<file path="config.mk">
export PLATFORM = sky130hd
export DESIGN_NAME = load_extend_sequencer
export DESIGN_NICKNAME = d
export VERILOG_FILES = /design/src/rtl/load_extend_sequencer.sv
export SDC_FILE = /design/constraint.sdc
export NUM_CORES = 1
export LEC_CHECK = 0
export CAP_MARGIN = 20
export CORE_MARGIN = 4
export CORE_UTILIZATION = 46
export DETAILED_ROUTE_END_ITERATION = 8
export GPL_TIMING_DRIVEN = 0
export PLACE_DENSITY = 0.94
export SKIP_LAST_GASP = 1
export SYNTH_ARGS = -nofsm -noshare
export SYNTH_HDL_FRONTEND = slang
export SYNTH_SLANG_ARGS = --single-unit
</file>
<file path="constraint.sdc">
create_clock -name clock -period 10.81 [get_ports clock]
set_input_delay 2.162 -clock clock [delete_from_list [all_inputs] [get_ports clock]]
set_output_delay 2.162 -clock clock [all_outputs]
set_load 0.005 [all_outputs]
</file>
<file path="src/rtl/load_extend_sequencer.sv">
// Load sequencer: word-aligned memory read, lane shift, then extend and capture.
// Optional MISALIGN_TRAP_EN turns misaligned half/word loads into faults.
module load_extend_sequencer #(
  parameter int unsigned TIMEOUT_CYCLES = 255
) (
  input  logic        clock,
  input  logic        reset,
  input  logic        start,
  input  logic [2:0]  loadType,
  input  logic [31:0] address,
  output logic        busy,
  output logic        done,
  output logic        fault,
  output logic [31:0] loadData,
  output logic        memRead,
  output logic [31:0] memAddress,
  input  logic        memReady,
  input  logic [31:0] memData,
  output logic [2:0]  extendControl,
  output logic [31:0] extendInput,
  input  logic [31:0] extendOutput
);

  // state  | meaning
  // IDLE   | waiting for start
  // ACCESS | memRead held, waiting on memReady or timeout
  // ALIGN  | extendControl driven, extend unit settling
  // DONE   | loadData captured, done pulse
  // FAULT  | done + fault pulse, loadData untouched
  typedef enum logic [2:0] {IDLE, ACCESS, ALIGN, DONE, FAULT} state_t;

  localparam int TW = (TIMEOUT_CYCLES > 1) ? $clog2(TIMEOUT_CYCLES + 1) : 1;
  localparam logic TIMEOUT_EN = (TIMEOUT_CYCLES != 0);

  state_t          state, state_next;
  logic [2:0]      lat_type;
  logic [1:0]      addr_lo;
  logic [TW-1:0]   timer;
  logic [31:0]     lane_data;
  logic            illegal, misaligned;

  assign illegal = (loadType > 3'd4);

`ifdef MISALIGN_TRAP_EN
  assign misaligned = (((loadType == 3'd1) || (loadType == 3'd3)) && address[0]) ||
                      ((loadType == 3'd0) && (address[1:0] != 2'b00));
`else
  assign misaligned = 1'b0;
`endif

  always_comb begin
    lane_data = '0;
    case (lat_type)
      3'd0:       lane_data = memData;
      3'd1, 3'd3: lane_data[15:0] = addr_lo[1] ? memData[31:16] : memData[15:0];
      3'd2, 3'd4: lane_data[7:0] = memData[{addr_lo, 3'b000} +: 8];
      default:    lane_data = '0;
    endcase
  end

  always_comb begin
    state_next = state;
    case (state)
      IDLE: begin
        if (start) state_next = (illegal || misaligned) ? FAULT : ACCESS;
      end
      ACCESS: begin
        if (memReady)                              state_next = ALIGN;
        else if (TIMEOUT_EN && (timer == TW'(1)))  state_next = FAULT;
      end
      ALIGN:   state_next = DONE;
      DONE:    state_next = IDLE;
      FAULT:   state_next = IDLE;
      default: state_next = IDLE;
    endcase
  end

  always_ff @(posedge clock or posedge reset) begin
    if (reset) begin
      state       <= IDLE;
      lat_type    <= '0;
      addr_lo     <= '0;
      timer       <= '0;
      memAddress  <= '0;
      extendInput <= '0;
      loadData    <= '0;
    end else begin
      state <= state_next;
      if (state == IDLE && start) begin
        lat_type   <= loadType;
        addr_lo    <= address[1:0];
        memAddress <= {address[31:2], 2'b00};
        timer      <= TW'(TIMEOUT_CYCLES);
      end
      if (state == ACCESS) begin
        if (memReady) extendInput <= lane_data;
        else          timer       <= timer - TW'(1);
      end
      // extend unit has had the whole ALIGN cycle to settle
      if (state == ALIGN) loadData <= extendOutput;
    end
  end

  always_comb begin
    busy          = (state != IDLE);
    done          = (state == DONE) || (state == FAULT);
    fault         = (state == FAULT);
    memRead       = (state == ACCESS);
    extendControl = ((state == ALIGN) || (state == DONE)) ? lat_type : 3'd0;
  end

endmodule

</file>
==> out/summary.log <==
qor: grt.met1_track_demand_over_resource_in_global_routing 24.3%
qor: run.max_cap_violations 0
qor: grt.met3_routing_resource_usage_after_global_routing 6.41%
qor: placement.dp_hpwl 10,600 um
qor: critical_path.timing_worst_setup_path_type reg2out
qor: critical_path.timing.critical_path.fanout_max 9
qor: grt.grt_remaining_overflow 0
qor: clock_tree.cts_tree yes
qor: critical_path.worst-r2r-cell-count 6
qor: synthesis.synth-seq-area-share 57.4%
qor: drt.detail_route.wl_per_cell 19.2 um
qor: floorplanning.die_y 110 um
qor: timing.drv_slew 0
qor: synthesis.post_synth_main_area_contributors sky130_fd_sc_hd__dfrtp_1, sky130_fd_sc_hd__mux2_2, sky130_fd_sc_hd__a22o_1, sky130_fd_sc_hd__mux2i_1, sky130_fd_sc_hd__o221ai_1
qor: timing.max-slew-margin-rel 57.1%
qor: drt.initialDrtViolationCount 154
qor: grt.vias_in_the_first_global_route 4,079
qor: final_layout.areaGrowthSynthToFinish 50.7%
qor: critical_path.worst-r2r-setup-slack 9.04 ns
qor: critical_path.critical_path.top_delay_family buffers and inverters
qor: placement.buffer_ports.inserted 203
qor: drt.drc 0
qor: critical_path.crit_path_start state[1]
qor: final_layout.layout-drive-gt1-share 20.8%
qor: drt.viasPerCell 5.38
qor: synthesis.postSynthCellCount 353
qor: synthesis.area_share_of_the_largest_cell_type_after_synthesis 57.4%
qor: critical_path.critical_path_depth 5
qor: critical_path.r2r_start lat_type[2]
qor: timing.measured_slew_at_the_worst_slew_check_pin 0.644 ns
qor: timing.hold-worst-slack 0.499 ns
qor: final_layout.antenna_cells 0
qor: floorplanning.die_area 12,100 um2
qor: timing.fin_skew 0.0167 ns
qor: clock_tree.cts.reportedPaths.clkPinSlew 0.11 ns
qor: power.max-vdd-ir-drop 0.000144 V
qor: drt.postRouteWirelength 13,600 um
qor: grt.grt_use_total 21.9%
qor: drt.ant_nets 0
qor: critical_path.regToRegEndpoint extendInput[25]
qor: clock_tree.cts.sinks 110
qor: placement.gp_routability_congestion 0.892
qor: synthesis.synthesis.area 4800 um2
qor: critical_path.crit_required 8.65 ns
qor: synthesis.synth_seq_cells 110
qor: clock_tree.cts_setup_buffers 0
qor: synthesis.post_synth_num_cell_types 51
qor: outcome.status complete, no violations
qor: timing.report.final.hold_viol_count 0
qor: grt.grt_pass1_wl 20,400 um
qor: grt.grt_use_met2 39.1%
qor: floorplanning.design.core.area 10,200 um2
qor: critical_path.standard_cell_with_the_maximum_stage_delay_on_the_critical_path sky130_fd_sc_hd__clkdlybuf4s50_1
qor: clock_tree.clock_tree.htree_level_count 3
qor: critical_path.critPathArrivalTime 1.98 ns
qor: drt.detail_route.first_pass.iterations 4
qor: critical_path.critical_path.cell_chain buf_4, inv_1, nor2_1, and2_1, clkdlybuf4s50_1
qor: clock_tree.worst_skew_pair.late_latency 0.37 ns
qor: critical_path.worstPathBufferInverterCount 3
qor: clock_tree.cts-hold-fix-buffers 0
qor: power.power_density 260 nW/um2
qor: timing.finalCritPeriodShare 38.3%
qor: critical_path.end_kind output pin
qor: timing.min_period 4.14 ns
qor: floorplanning.placement_rows 37
qor: synthesis.syn-mean-instance-area 13.6 um2
qor: final_layout.num-fill-cells 708
qor: clock_tree.cts.root.buffer_cell sky130_fd_sc_hd__clkbuf_8
qor: placement.numPlacedInstances 694
qor: timing.timing.setup.tns 0 ns
qor: clock_tree.clockBufferDepth 2
qor: timing.setup_viol 0
qor: floorplanning.design.portCount 206
qor: synthesis.post-synth-top-area-cell sky130_fd_sc_hd__dfrtp_1
qor: grt.grt_max_degree 61
qor: floorplanning.initial_core_utilization 46.9%
qor: final_layout.post_layout_nonfiller_instances 709
qor: critical_path.cp_slowest_stage_delay 0.53 ns
qor: grt.global_routing_s_busiest_layer met2
qor: critical_path.crit_path_start_kind register
qor: floorplanning.die_x 110 um
qor: clock_tree.postCtsResizedCells 0
qor: synthesis.yosys_warns 0
qor: timing.max_freq 241 MHz
qor: drt.route.vias.total 3,815
qor: clock_tree.clock_buffers_created_by_tritoncts 9
qor: final_layout.nets 674
qor: grt.number_of_antenna_violations_at_the_first_check_in_global_routing 0
qor: min_path.hold_path_class reg2reg
qor: power.static-leakage-power 3.07 nW
qor: critical_path.timing.critical_path.to extendControl[2]
qor: timing.grt_setup_unrepaired no
stage by stage:
stage               setup WS [ns]  power [mW]  util (%)  instance area [um2]
finish                       6.67        1.88      70.6                 7230
global route                 6.57        2.00      70.6                 7230
global placement             4.30        1.59      68.4                 7000
floorplan                    5.75        1.13         -                 4800
detailed placement           6.94        1.64      68.7                 7030
CTS                          6.64        1.90      70.6                 7230
cell usage in the layout, fill, tap and decap left out, types with 4 or more instances in the layout:
master,netlist,routed
sky130_fd_sc_hd__clkbuf_8,0,10
sky130_fd_sc_hd__a22o_1,24,24
sky130_fd_sc_hd__inv_1,6,5
sky130_fd_sc_hd__clkdlybuf4s50_1,0,203
sky130_fd_sc_hd__mux2i_1,18,18
sky130_fd_sc_hd__o221ai_1,8,8
sky130_fd_sc_hd__a21oi_1,13,13
sky130_fd_sc_hd__o21ai_0,11,11
sky130_fd_sc_hd__dfrtp_1,110,110
sky130_fd_sc_hd__and3_1,8,8
sky130_fd_sc_hd__buf_4,9,9
sky130_fd_sc_hd__nor2_1,12,12
sky130_fd_sc_hd__and2_1,4,4
sky130_fd_sc_hd__buf_2,9,9
sky130_fd_sc_hd__mux2_2,65,65
sky130_fd_sc_hd__nand2_1,11,11
registers in the layout, summed over array words and instances, names as in the netlist:
register     cells
memAddress      30
state            3
addr_lo          2
timer            8
lat_type         3
loadData        32
extendInput     32
layout make-up:
| class | count | area (um2) | area share [%] |
|---|---|---|---|
| flip-flops and latches | 110 | 2750 | 38.1 |
| repair buffers | 204 | 2060 | 28.5 |
| multi-input cells | 216 | 1880 | 26.0 |
| well taps | 136 | 170 | 2.35 |
| plain buffers | 22 | 144 | 1.99 |
| clock buffers | 10 | 138 | 1.90 |
| clock inverters | 5 | 57.6 | 0.796 |
| inverters | 6 | 25.0 | 0.346 |
power breakdown:
group | internal, mW | switching (mW) | total (mW)
Sequential | 0.595 | 0.115 | 0.710
Clock | 0.113 | 0.139 | 0.252
Combinational | 0.573 | 0.346 | 0.920
Total | 1.28 | 0.600 | 1.88
kinds of logic (layout without fill, tap and decap cells):
logic type,count (synthesis),after routing,synth area share [%]
buf+inv,28,247,3.47
mux,84,84,19.2
other cells,1,2,0.0782
fa+ha+maj,2,2,0.522
compound gates,69,69,10.4
simple gates,57,57,8.50
xor+xnor,2,2,0.365
flops,110,110,57.4
cell usage after synthesis, drive strengths merged:
| cell | instances |
|---|---|
| o211ai | 1 |
| nand4 | 1 |
| nor2 | 13 |
| mux2i | 18 |
| dfrtp | 110 |
| nor3 | 4 |
| ha | 2 |
| nor3b | 2 |
| o41ai | 1 |
| or4 | 1 |
| xnor2 | 1 |
| mux2 | 66 |
| a21o | 2 |
| or3 | 1 |
| nor4b | 2 |
| nand2b | 2 |
| a21oi | 14 |
| o21ai | 12 |
| and4bb | 1 |
| conb | 1 |
| clkbuf | 2 |
| nand2 | 13 |
| and3 | 8 |
| and2 | 4 |
| a31oi | 1 |
| buf | 20 |
| nand3 | 3 |
| or4b | 1 |
| inv | 6 |
| xor2 | 1 |
| o31ai | 2 |
| a22o | 24 |
| o21ba | 1 |
| o2111ai | 1 |
| a211oi | 1 |
| a22oi | 1 |
| nor4 | 1 |
| o221ai | 8 |
metal layers:
layer,vias to the layer above,part of all wire (%)
met1,1879,36
li1,1714,-
met4,0,2.4
met2,198,51
met5,-,0
met3,24,10
how the worst min path moves through the flow:
stage | start | to | slack, ns | depth (start not counted)
6_report | loadData[13] | loadData[13] | 0.50 | 1
5_1_grt | extendInput[31] | extendInput[31] | 0.52 | 1
4_1_cts | loadData[13] | loadData[13] | 0.50 | 1
3_5_place_dp | loadData[13] | loadData[13] | 0.48 | 1
3_3_place_gp | loadData[13] | loadData[13] | 0.47 | 1
2_1_floorplan | timer[5] | timer[5] | 0.45 | 1
Power figures use the tool's default switching activity.
